**src/rtl/intlv_pkg.sv**
```systemverilog
// rtl/intlv_pkg.sv - shared types, depth derivation and group transpose for the block interleaver
`timescale 1ns/1ps
package intlv_pkg;

    localparam int INTLV_MAX_W = 32;
    localparam int INTLV_MAX_N = 16;

    typedef logic bank_sel_t;

    function automatic int intlv_depth(input int data_w, input int grp_w);
        return data_w / grp_w;
    endfunction

    // Output word k gathers group k of every stored word; group i lands at bit i*grp_w.
    function automatic logic [INTLV_MAX_W-1:0] intlv_transpose(
        input logic [INTLV_MAX_N-1:0][INTLV_MAX_W-1:0] words,
        input int                                      k,
        input int                                      data_w,
        input int                                      grp_w
    );
        logic [INTLV_MAX_W-1:0] res;
        res = '0;
        for (int i = 0; i < INTLV_MAX_N; i++) begin
            for (int b = 0; b < INTLV_MAX_W; b++) begin
                if ((i < data_w / grp_w) && (b < grp_w)) begin
                    res[i*grp_w+b] = words[i][k*grp_w+b];
                end
            end
        end
        return res;
    endfunction

endpackage

```
**src/rtl/block_interleaver_stream_if.sv**
```systemverilog
// rtl/block_interleaver_stream_if.sv - input/output word handshake bundle of the interleaver
`timescale 1ns/1ps
interface block_interleaver_stream_if #(
    parameter int DATA_W = 8
);
    logic              bypass;
    logic [DATA_W-1:0] in_data;
    logic              in_valid;
    logic              in_last;
    logic              in_ready;
    logic [DATA_W-1:0] out_data;
    logic              out_valid;
    logic              out_ready;
    logic              out_last;
    logic              out_pad;

    modport master (
        output bypass, in_data, in_valid, in_last, out_ready,
        input  in_ready, out_data, out_valid, out_last, out_pad
    );

    modport slave (
        input  bypass, in_data, in_valid, in_last, out_ready,
        output in_ready, out_data, out_valid, out_last, out_pad
    );
endinterface

```
**src/rtl/intlv_bank.sv**
```systemverilog
// rtl/intlv_bank.sv - one N x DATA_W block buffer with write index, zero pad fill and full/pad/bypass flags
`timescale 1ns/1ps
module intlv_bank
    import intlv_pkg::*;
#(
    parameter int DATA_W = 8,
    parameter int GRP_W  = 2,
    parameter int N      = intlv_depth(DATA_W, GRP_W),
    parameter int IDX_W  = (N > 1) ? $clog2(N) : 1
) (
    input  logic                       clk,
    input  logic                       rst_n,
    input  logic                       wr_en_i,
    input  logic [DATA_W-1:0]          wr_data_i,
    input  logic                       wr_last_i,
    input  logic                       wr_bypass_i,
    input  logic                       rel_i,
    output logic [N-1:0][DATA_W-1:0]   words_o,
    output logic [IDX_W-1:0]           wr_idx_o,
    output logic                       full_o,
    output logic                       pad_o,
    output logic                       byp_o
);

    logic [N-1:0][DATA_W-1:0] mem_q, mem_d;
    logic [IDX_W-1:0]         idx_q, idx_d;
    logic                     full_q, full_d;
    logic                     pad_q, pad_d;
    logic                     byp_q, byp_d;

    always_comb begin
        mem_d  = mem_q;
        idx_d  = idx_q;
        full_d = full_q;
        pad_d  = pad_q;
        byp_d  = byp_q;
        if (wr_en_i) begin
            mem_d[idx_q] = wr_data_i;
            if (idx_q == '0) begin
                byp_d = wr_bypass_i;
                pad_d = 1'b0;
            end
            if (wr_last_i || (idx_q == IDX_W'(N-1))) begin
                full_d = 1'b1;
                idx_d  = '0;
                if (idx_q != IDX_W'(N-1)) begin
                    pad_d = 1'b1;
                end
                // Stale words from an earlier block must not leak into a short block.
                for (int j = 0; j < N; j++) begin
                    if (j > int'(idx_q)) begin
                        mem_d[j] = '0;
                    end
                end
            end else begin
                idx_d = idx_q + 1'b1;
            end
        end
        if (rel_i) begin
            full_d = 1'b0;
        end
    end

    always_ff @(posedge clk or negedge rst_n) begin
        if (!rst_n) begin
            mem_q  <= '0;
            idx_q  <= '0;
            full_q <= 1'b0;
            pad_q  <= 1'b0;
            byp_q  <= 1'b0;
        end else begin
            mem_q  <= mem_d;
            idx_q  <= idx_d;
            full_q <= full_d;
            pad_q  <= pad_d;
            byp_q  <= byp_d;
        end
    end

    assign words_o  = mem_q;
    assign wr_idx_o = idx_q;
    assign full_o   = full_q;
    assign pad_o    = pad_q;
    assign byp_o    = byp_q;

endmodule

```
**src/rtl/block_interleaver_stream.sv**
```systemverilog
// rtl/block_interleaver_stream.sv - ping-pong bit-group block interleaver; INTLV_STATS_EN adds blk_cnt
`timescale 1ns/1ps
module block_interleaver_stream
    import intlv_pkg::*;
#(
    parameter int DATA_W = 8,
    parameter int GRP_W  = 2
) (
    input  logic                        clk,
    input  logic                        rst_n,
    block_interleaver_stream_if.slave   bus,
    output logic                        busy
`ifdef INTLV_STATS_EN
    ,
    output logic [15:0]                 blk_cnt
`endif
);

    localparam int N     = intlv_depth(DATA_W, GRP_W);
    localparam int IDX_W = (N > 1) ? $clog2(N) : 1;

    bank_sel_t        wr_bnk_q, wr_bnk_d;
    bank_sel_t        rd_bnk_q, rd_bnk_d;
    logic [IDX_W-1:0] rd_idx_q, rd_idx_d;

    logic [1:0]               full, pad, byp, wr_en, rel;
    logic [N-1:0][DATA_W-1:0] words [2];
    logic [IDX_W-1:0]         widx  [2];

    for (genvar b = 0; b < 2; b++) begin : g_bank
        intlv_bank #(
            .DATA_W (DATA_W),
            .GRP_W  (GRP_W),
            .N      (N),
            .IDX_W  (IDX_W)
        ) u_bank (
            .clk         (clk),
            .rst_n       (rst_n),
            .wr_en_i     (wr_en[b]),
            .wr_data_i   (bus.in_data),
            .wr_last_i   (bus.in_last),
            .wr_bypass_i (bus.bypass),
            .rel_i       (rel[b]),
            .words_o     (words[b]),
            .wr_idx_o    (widx[b]),
            .full_o      (full[b]),
            .pad_o       (pad[b]),
            .byp_o       (byp[b])
        );
    end

    logic accept, wr_done, xfer, rd_final;

    assign bus.in_ready  = !full[wr_bnk_q];
    assign accept        = bus.in_valid && bus.in_ready;
    assign wr_done       = accept && (bus.in_last || (widx[wr_bnk_q] == IDX_W'(N-1)));
    assign bus.out_valid = full[rd_bnk_q];
    assign xfer          = bus.out_valid && bus.out_ready;
    assign rd_final      = xfer && (rd_idx_q == IDX_W'(N-1));
    assign bus.out_last  = bus.out_valid && (rd_idx_q == IDX_W'(N-1));
    assign bus.out_pad   = bus.out_valid && pad[rd_bnk_q];
    assign busy          = (|full) || (widx[wr_bnk_q] != '0);

    always_comb begin
        wr_en           = '0;
        rel             = '0;
        wr_en[wr_bnk_q] = accept;
        rel[rd_bnk_q]   = rd_final;
        wr_bnk_d        = wr_done ? ~wr_bnk_q : wr_bnk_q;
        rd_bnk_d        = rd_bnk_q;
        rd_idx_d        = rd_idx_q;
        if (xfer) begin
            if (rd_final) begin
                rd_idx_d = '0;
                rd_bnk_d = ~rd_bnk_q;
            end else begin
                rd_idx_d = rd_idx_q + 1'b1;
            end
        end
    end

    // Output word is derived only from bank contents and read state, never from in_*.
    logic [INTLV_MAX_N-1:0][INTLV_MAX_W-1:0] wide;
    logic [DATA_W-1:0]                       tw;
    logic [DATA_W-1:0]                       out_word;

    always_comb begin
        wide = '0;
        for (int i = 0; i < N; i++) begin
            wide[i][DATA_W-1:0] = words[rd_bnk_q][i];
        end
        tw       = DATA_W'(intlv_transpose(wide, int'(rd_idx_q), DATA_W, GRP_W));
        out_word = '0;
        if (bus.out_valid) begin
            out_word = byp[rd_bnk_q] ? words[rd_bnk_q][rd_idx_q] : tw;
        end
    end

    assign bus.out_data = out_word;

    always_ff @(posedge clk or negedge rst_n) begin
        if (!rst_n) begin
            wr_bnk_q <= 1'b0;
            rd_bnk_q <= 1'b0;
            rd_idx_q <= '0;
        end else begin
            wr_bnk_q <= wr_bnk_d;
            rd_bnk_q <= rd_bnk_d;
            rd_idx_q <= rd_idx_d;
        end
    end

`ifdef INTLV_STATS_EN
    logic [15:0] blk_cnt_q, blk_cnt_d;

    assign blk_cnt_d = rd_final ? blk_cnt_q + 16'd1 : blk_cnt_q;

    always_ff @(posedge clk or negedge rst_n) begin
        if (!rst_n) begin
            blk_cnt_q <= '0;
        end else begin
            blk_cnt_q <= blk_cnt_d;
        end
    end

    assign blk_cnt = blk_cnt_q;
`endif

endmodule

```
**src/flat_wrapper.sv**
```systemverilog
// flat-port wrapper written by rule: the top's interface ports become plain ports
module block_interleaver_stream_flat import intlv_pkg::*;
#(
    parameter int DATA_W = 8,
    parameter int GRP_W  = 2
)
  (clk, rst_n, busy, bus_bypass, bus_in_data, bus_in_valid, bus_in_last, bus_out_ready, bus_in_ready, bus_out_data, bus_out_valid, bus_out_last, bus_out_pad);
  block_interleaver_stream_if #(.DATA_W(DATA_W)) bus_i ();
  input  logic clk;
  input  logic rst_n;
  output logic busy;
  input wire logic [$bits(bus_i.bypass)-1:0] bus_bypass;
  input wire logic [$bits(bus_i.in_data)-1:0] bus_in_data;
  input wire logic [$bits(bus_i.in_valid)-1:0] bus_in_valid;
  input wire logic [$bits(bus_i.in_last)-1:0] bus_in_last;
  input wire logic [$bits(bus_i.out_ready)-1:0] bus_out_ready;
  output wire logic [$bits(bus_i.in_ready)-1:0] bus_in_ready;
  output wire logic [$bits(bus_i.out_data)-1:0] bus_out_data;
  output wire logic [$bits(bus_i.out_valid)-1:0] bus_out_valid;
  output wire logic [$bits(bus_i.out_last)-1:0] bus_out_last;
  output wire logic [$bits(bus_i.out_pad)-1:0] bus_out_pad;
  assign bus_i.bypass = bus_bypass;
  assign bus_i.in_data = bus_in_data;
  assign bus_i.in_valid = bus_in_valid;
  assign bus_i.in_last = bus_in_last;
  assign bus_i.out_ready = bus_out_ready;
  assign bus_in_ready = bus_i.in_ready;
  assign bus_out_data = bus_i.out_data;
  assign bus_out_valid = bus_i.out_valid;
  assign bus_out_last = bus_i.out_last;
  assign bus_out_pad = bus_i.out_pad;
  block_interleaver_stream #(.DATA_W(DATA_W), .GRP_W(GRP_W)) u_core (.clk(clk), .rst_n(rst_n), .bus(bus_i), .busy(busy));
endmodule
```
**config.mk**
```make
export PLATFORM = sky130hd
export DESIGN_NAME = block_interleaver_stream_flat
export DESIGN_NICKNAME = d
export VERILOG_FILES = /design/src/rtl/intlv_pkg.sv /design/src/rtl/block_interleaver_stream_if.sv /design/src/rtl/intlv_bank.sv /design/src/rtl/block_interleaver_stream.sv /design/src/flat_wrapper.sv
export SDC_FILE = /design/constraint.sdc
export NUM_CORES = 1
export LEC_CHECK = 0
export ABC_CLOCK_PERIOD_IN_PS = 4650
export CAP_MARGIN = 15
export CORE_MARGIN = 10
export CORE_UTILIZATION = 45
export CTS_BUF_LIST = sky130_fd_sc_hd__clkbuf_2 sky130_fd_sc_hd__clkbuf_4 sky130_fd_sc_hd__clkbuf_8
export CTS_CLUSTER_SIZE = 24
export DETAILED_ROUTE_END_ITERATION = 8
export GPL_TIMING_DRIVEN = 0
export PLACE_DENSITY_LB_ADDON = 0.25
export SLEW_MARGIN = 15
export SYNTH_ARGS = -nofsm -noshare
export SYNTH_HDL_FRONTEND = slang
export SYNTH_SLANG_ARGS = --single-unit
export TNS_END_PERCENT = 1
```
**constraint.sdc**
```tcl
create_clock -name clk -period 4.65 [get_ports clk]
set_input_delay 1.395 -clock clk [delete_from_list [all_inputs] [get_ports clk]]
set_output_delay 1.395 -clock clk [all_outputs]
set_load 0.02 [all_outputs]
```
==> tab_implementation.tex <==
\begin{tabular}{lr}
\hline
Metric & Value \\
\hline
\multicolumn{2}{l}{\textbf{Yosys}} \\
Leading cell types by total area after synthesis & sky130\_fd\_sc\_hd\_\_dfrtp\_1 44\%, sky130\_fd\_sc\_hd\_\_mux2\_1 9.0\%, sky130\_fd\_sc\_hd\_\_mux2i\_1 7.3\% \\
Synthesized netlist net count & between 400 and 500 \\
Synthesized netlist cell count & slightly above 400 \\
Number of distinct library cell variants in the gate-level netlist after synthesis & 41 \\
Share of the yosys chip area belonging to registers & 44.48\% \\
Top cell type by total area after synthesis & sky130\_fd\_sc\_hd\_\_dfrtp\_1 \\
Number of synthesized register bits & 78 \\
Synth Warn \# & 0 \\
Area share of the largest cell type after synthesis & 44.48\% \\
Mapped Avg Cell Area & about 11 um2 \\
Area of the mapped netlist & 4388 um2 \\
\multicolumn{2}{l}{\textbf{Clocking}} \\
CTS sink cnt & 78 \\
Clock tree root buffer cell & sky130\_fd\_sc\_hd\_\_clkbuf\_8 \\
Clock tree from TritonCTS & built \\
Number of buffers created by CTS & 9 \\
Level count of the clock H-tree & 3 \\
Clock-pin slew on the worst setup and hold paths & roughly 80 ps \\
Hold buffer count at CTS & 0 \\
Maximum root-to-sink buffer count & 2 \\
Insertion delay of the later-clocked pin in the worst-skew pair & between 300 and 400 ps \\
\multicolumn{2}{l}{\textbf{Placed design}} \\
Number of instances in the placed design & 560 \\
Post-detail-place hpwl & about 8.6 mm \\
Cell Area, Placed & approximately 4800 um2 \\
IO Port Bufs & 23 \\
Final GP Congestion & just under 0.9 \\
\multicolumn{2}{l}{\textbf{Final layout}} \\
Final Non-Filler Cells & 575 \\
Synthesis-to-finish area growth & 15.08\% \\
Number of diodes added for antenna fixing & 0 \\
Fill cells & $\sim$860 \\
Share of final-layout standard cells stronger than drive strength 1 & between 10\% and 20\% \\
Final design area excluding fillers & a little over 5000 um2 \\
Multi-input combinational cell area & about 2300 um2 \\
Number of nets in the layout & 467 \\
Sequential cell area & just under 2000 um2 \\
\multicolumn{2}{l}{\textbf{Die}} \\
Die outline height & 118.7 um \\
Floorplan core area & around 9400 um2 \\
Die width & between 100 and 150 um \\
Number of top-level design ports & 27 \\
Die area & roughly 14000 um2 \\
Effective utilization at floorplan & 46.82\% \\
Standard-cell row count & 35 \\
\multicolumn{2}{l}{\textbf{Timing}} \\
Max Slew Vio Count & 0 \\
Final hold violation count & 0 \\
RSZ-0062 raised after global routing & false \\
Worst slew margin & a little under two fifths \\
Share of the cycle needed by the critical path after routing & a little over nine tenths \\
Least-Margin Pin Slew & approximately 920 ps \\
Final setup fails & 0 \\
Final min period & between 4000 and 5000 ps \\
Fmax & about 230 MHz \\
Largest clock skew in the final design & 10.17 ps \\
\multicolumn{2}{l}{\textbf{Drt}} \\
Number of iterations in the first detailed-routing pass & 5 \\
Initial DRC count & 226 \\
Total Routed Length & $\sim$12 mm \\
Detailed-route wire length per cell & 20.22 um \\
Antenna-violating nets left & 0 \\
Count of unresolved DRC violations after routing & 0 \\
Routed met1 length & approximately 5.3 mm \\
Uppermost metal layer occupied by signal nets & met4 \\
Wire length on met3 & between 500 and 600 um \\
Via density per instance & just under 6 \\
Via total after detailed routing & between 3000 and 4000 \\
Met2 routed wirelength & approximately 5.6 mm \\
\multicolumn{2}{l}{\textbf{Worst hold path}} \\
Worst min path class & flip-flop to flip-flop \\
\multicolumn{2}{l}{\textbf{Outcome}} \\
Result of the run & completed \\
\multicolumn{2}{l}{\textbf{Critical path}} \\
Sort of element at the end of the critical path & output pin \\
Required arrival time at the worst endpoint & around 3300 ps \\
Critical Setup Path Class & flip-flop to output pin \\
Arrival time at the worst endpoint & about 3000 ps \\
Type of element launching the critical path & flip-flop \\
Crit path max fanout & 10 \\
\multicolumn{2}{l}{\textbf{Global routing}} \\
Global Route Usage Sum & roughly 17\% \\
Global-route wire length before repair & 19.02 mm \\
Initial antenna violation count & 0 \\
Maximum number of pins on one net before global-route repair & 44 \\
Vias in the first global route & approximately 3400 \\
Remaining global-route overflow & 0 \\
\multicolumn{2}{l}{\textbf{Run}} \\
Number of maximum-capacitance violations & 0 \\
\multicolumn{2}{l}{\textbf{Pwr}} \\
Leakage dissipation & 0.002217 uW \\
Worst vdd ir & around 0.46 mV \\
Pwr/cell area & about 700 nW/um2 \\
\hline
\end{tabular}
## flip-flops by register name, indices dropped and copies added (netlist names)
signal and cells:
u_core.g_bank.u_bank.words_o 64, u_core.g_bank.u_bank.wr_idx_o 4, u_core.g_bank.u_bank.byp_o 2, u_core.g_bank.u_bank.full_o 2, u_core.g_bank.u_bank.pad_o 2, u_core.rd_idx_q 2, u_core.rd_bnk_q 1, u_core.wr_bnk_q 1
## cell type report
class                      count  share of cell area, %
multi-input combinational    290                  44.80
sequential                    78                  38.65
timing repair buffer          24                  5.055
tap                          129                  3.196
clock buffer                  11                  2.874
buffer                        29                  2.800
clock inverter                 4                  1.883
inverter                      10                 0.7433
## placed cells by master (no fill, tap or decap), types with 11 or more instances in the layout
cell type	count
sky130_fd_sc_hd__a21oi_1	27
sky130_fd_sc_hd__a22o_1	16
sky130_fd_sc_hd__clkbuf_1	15
sky130_fd_sc_hd__clkdlybuf4s50_1	22
sky130_fd_sc_hd__dfrtp_1	78
sky130_fd_sc_hd__ha_1	11
sky130_fd_sc_hd__mux2_1	35
sky130_fd_sc_hd__mux2i_1	32
sky130_fd_sc_hd__mux4_2	14
sky130_fd_sc_hd__nand2_1	72
sky130_fd_sc_hd__o21ai_1	15
## where the power goes
group / internal (uW) / switching, uW
Sequential: 956 / 231
Clock: 374 / 245
Combinational: 830 / 899
## final timing paths
check,from,endpoint,slack [ps],cells after the start
max in group asynchronous,rst_n,u_core.g_bank[1].u_bank.wr_idx_o[0],3050,2
hold reg to reg,u_core.g_bank[0].u_bank.words_o[0],u_core.g_bank[0].u_bank.words_o[0],500,1
min in group asynchronous,rst_n,u_core.g_bank[0].u_bank.words_o[2],1010,1
hold / removal,u_core.g_bank[0].u_bank.words_o[0],u_core.g_bank[0].u_bank.words_o[0],500,1
setup reg to reg,u_core.wr_bnk_q,u_core.g_bank[0].u_bank.words_o[8],2200,6
setup / recovery,u_core.rd_idx_q[0],bus_out_data[0],210,6
## stage by stage
stage          utilization, %  power [uW]  setup TNS, ps  setup slack [ps]  hold slack (ps)
2_1_floorplan               -        2352              0              1241            450.3
3_3_place_gp            51.00        2873         -48250            -622.5            468.0
3_5_place_dp            51.27        2924              0             456.5            486.2
4_1_cts                 53.83        3549              0             76.26            505.4
5_1_grt                 53.89        3779              0             35.16            522.9
6_report                53.89        3535              0             208.6            503.3
## worst max-delay path, cell delays in order (launching register included)
cell,delay (ps)
sky130_fd_sc_hd__dfrtp_1,480
sky130_fd_sc_hd__clkbuf_1,440
sky130_fd_sc_hd__inv_2,130
sky130_fd_sc_hd__clkbuf_2,250
sky130_fd_sc_hd__mux4_2,360
sky130_fd_sc_hd__a221oi_1,350
sky130_fd_sc_hd__clkdlybuf4s50_1,680
## what timing repair did
item	in CTS	in global routing
endpoints found under the hold margin	0	0
setup endpoints to repair	0	2
gates resized for setup	0	5
buffers inserted	0	0
## metal layers
metal / GRT usage (%) / up-vias
met5: 0 / -
met4: 3.511 / 0
met3: 3.903 / 13
met2: 27.28 / 82
met1: 22.29 / 1696
li1: - / 1529
## synth_stat cells
library cell	instances
sky130_fd_sc_hd__a21o_1	1
sky130_fd_sc_hd__nand3b_1	1
sky130_fd_sc_hd__ha_1	11
sky130_fd_sc_hd__a2111o_1	1
sky130_fd_sc_hd__nor2b_1	1
sky130_fd_sc_hd__a21oi_1	27
sky130_fd_sc_hd__nor2_1	10
sky130_fd_sc_hd__and3b_1	3
sky130_fd_sc_hd__o2111ai_1	1
sky130_fd_sc_hd__inv_1	8
sky130_fd_sc_hd__buf_4	2
sky130_fd_sc_hd__a221oi_1	1
sky130_fd_sc_hd__mux2_2	7
sky130_fd_sc_hd__mux2i_1	32
sky130_fd_sc_hd__or3_1	2
sky130_fd_sc_hd__or3b_1	1
sky130_fd_sc_hd__o2111a_1	1
sky130_fd_sc_hd__nand3_1	7
sky130_fd_sc_hd__nor3b_1	2
sky130_fd_sc_hd__o21ai_1	15
sky130_fd_sc_hd__mux2_1	35
sky130_fd_sc_hd__mux4_2	14
sky130_fd_sc_hd__inv_2	2
sky130_fd_sc_hd__a41oi_1	1
sky130_fd_sc_hd__a31oi_1	5
sky130_fd_sc_hd__o211ai_1	3
sky130_fd_sc_hd__nor3_1	3
sky130_fd_sc_hd__a22o_1	16
sky130_fd_sc_hd__buf_1	4
sky130_fd_sc_hd__and2_1	7
sky130_fd_sc_hd__o21ai_0	2
sky130_fd_sc_hd__clkbuf_1	17
sky130_fd_sc_hd__a32o_1	3
sky130_fd_sc_hd__dfrtp_1	78
sky130_fd_sc_hd__buf_2	4
sky130_fd_sc_hd__and3_1	1
sky130_fd_sc_hd__nand2_1	72
sky130_fd_sc_hd__buf_6	2
sky130_fd_sc_hd__o31ai_1	2
sky130_fd_sc_hd__a211oi_1	1
sky130_fd_sc_hd__xnor2_1	1
## cell families (layout without fill, tap and decap cells)
kind of cell	Yosys count	count (layout)	share of synthesized area (%)
xor gates and xnor gates	1	1	0.1996
adders and majority gates	11	11	3.137
muxes	88	88	25.26
DFF	78	78	44.48
buffers and inverters	39	78	3.963
and+or+nand+nor	110	110	11.04
AOI/OAI and AO/OA	80	80	11.92
No activity file was read; power rests on OpenSTA's default activity.
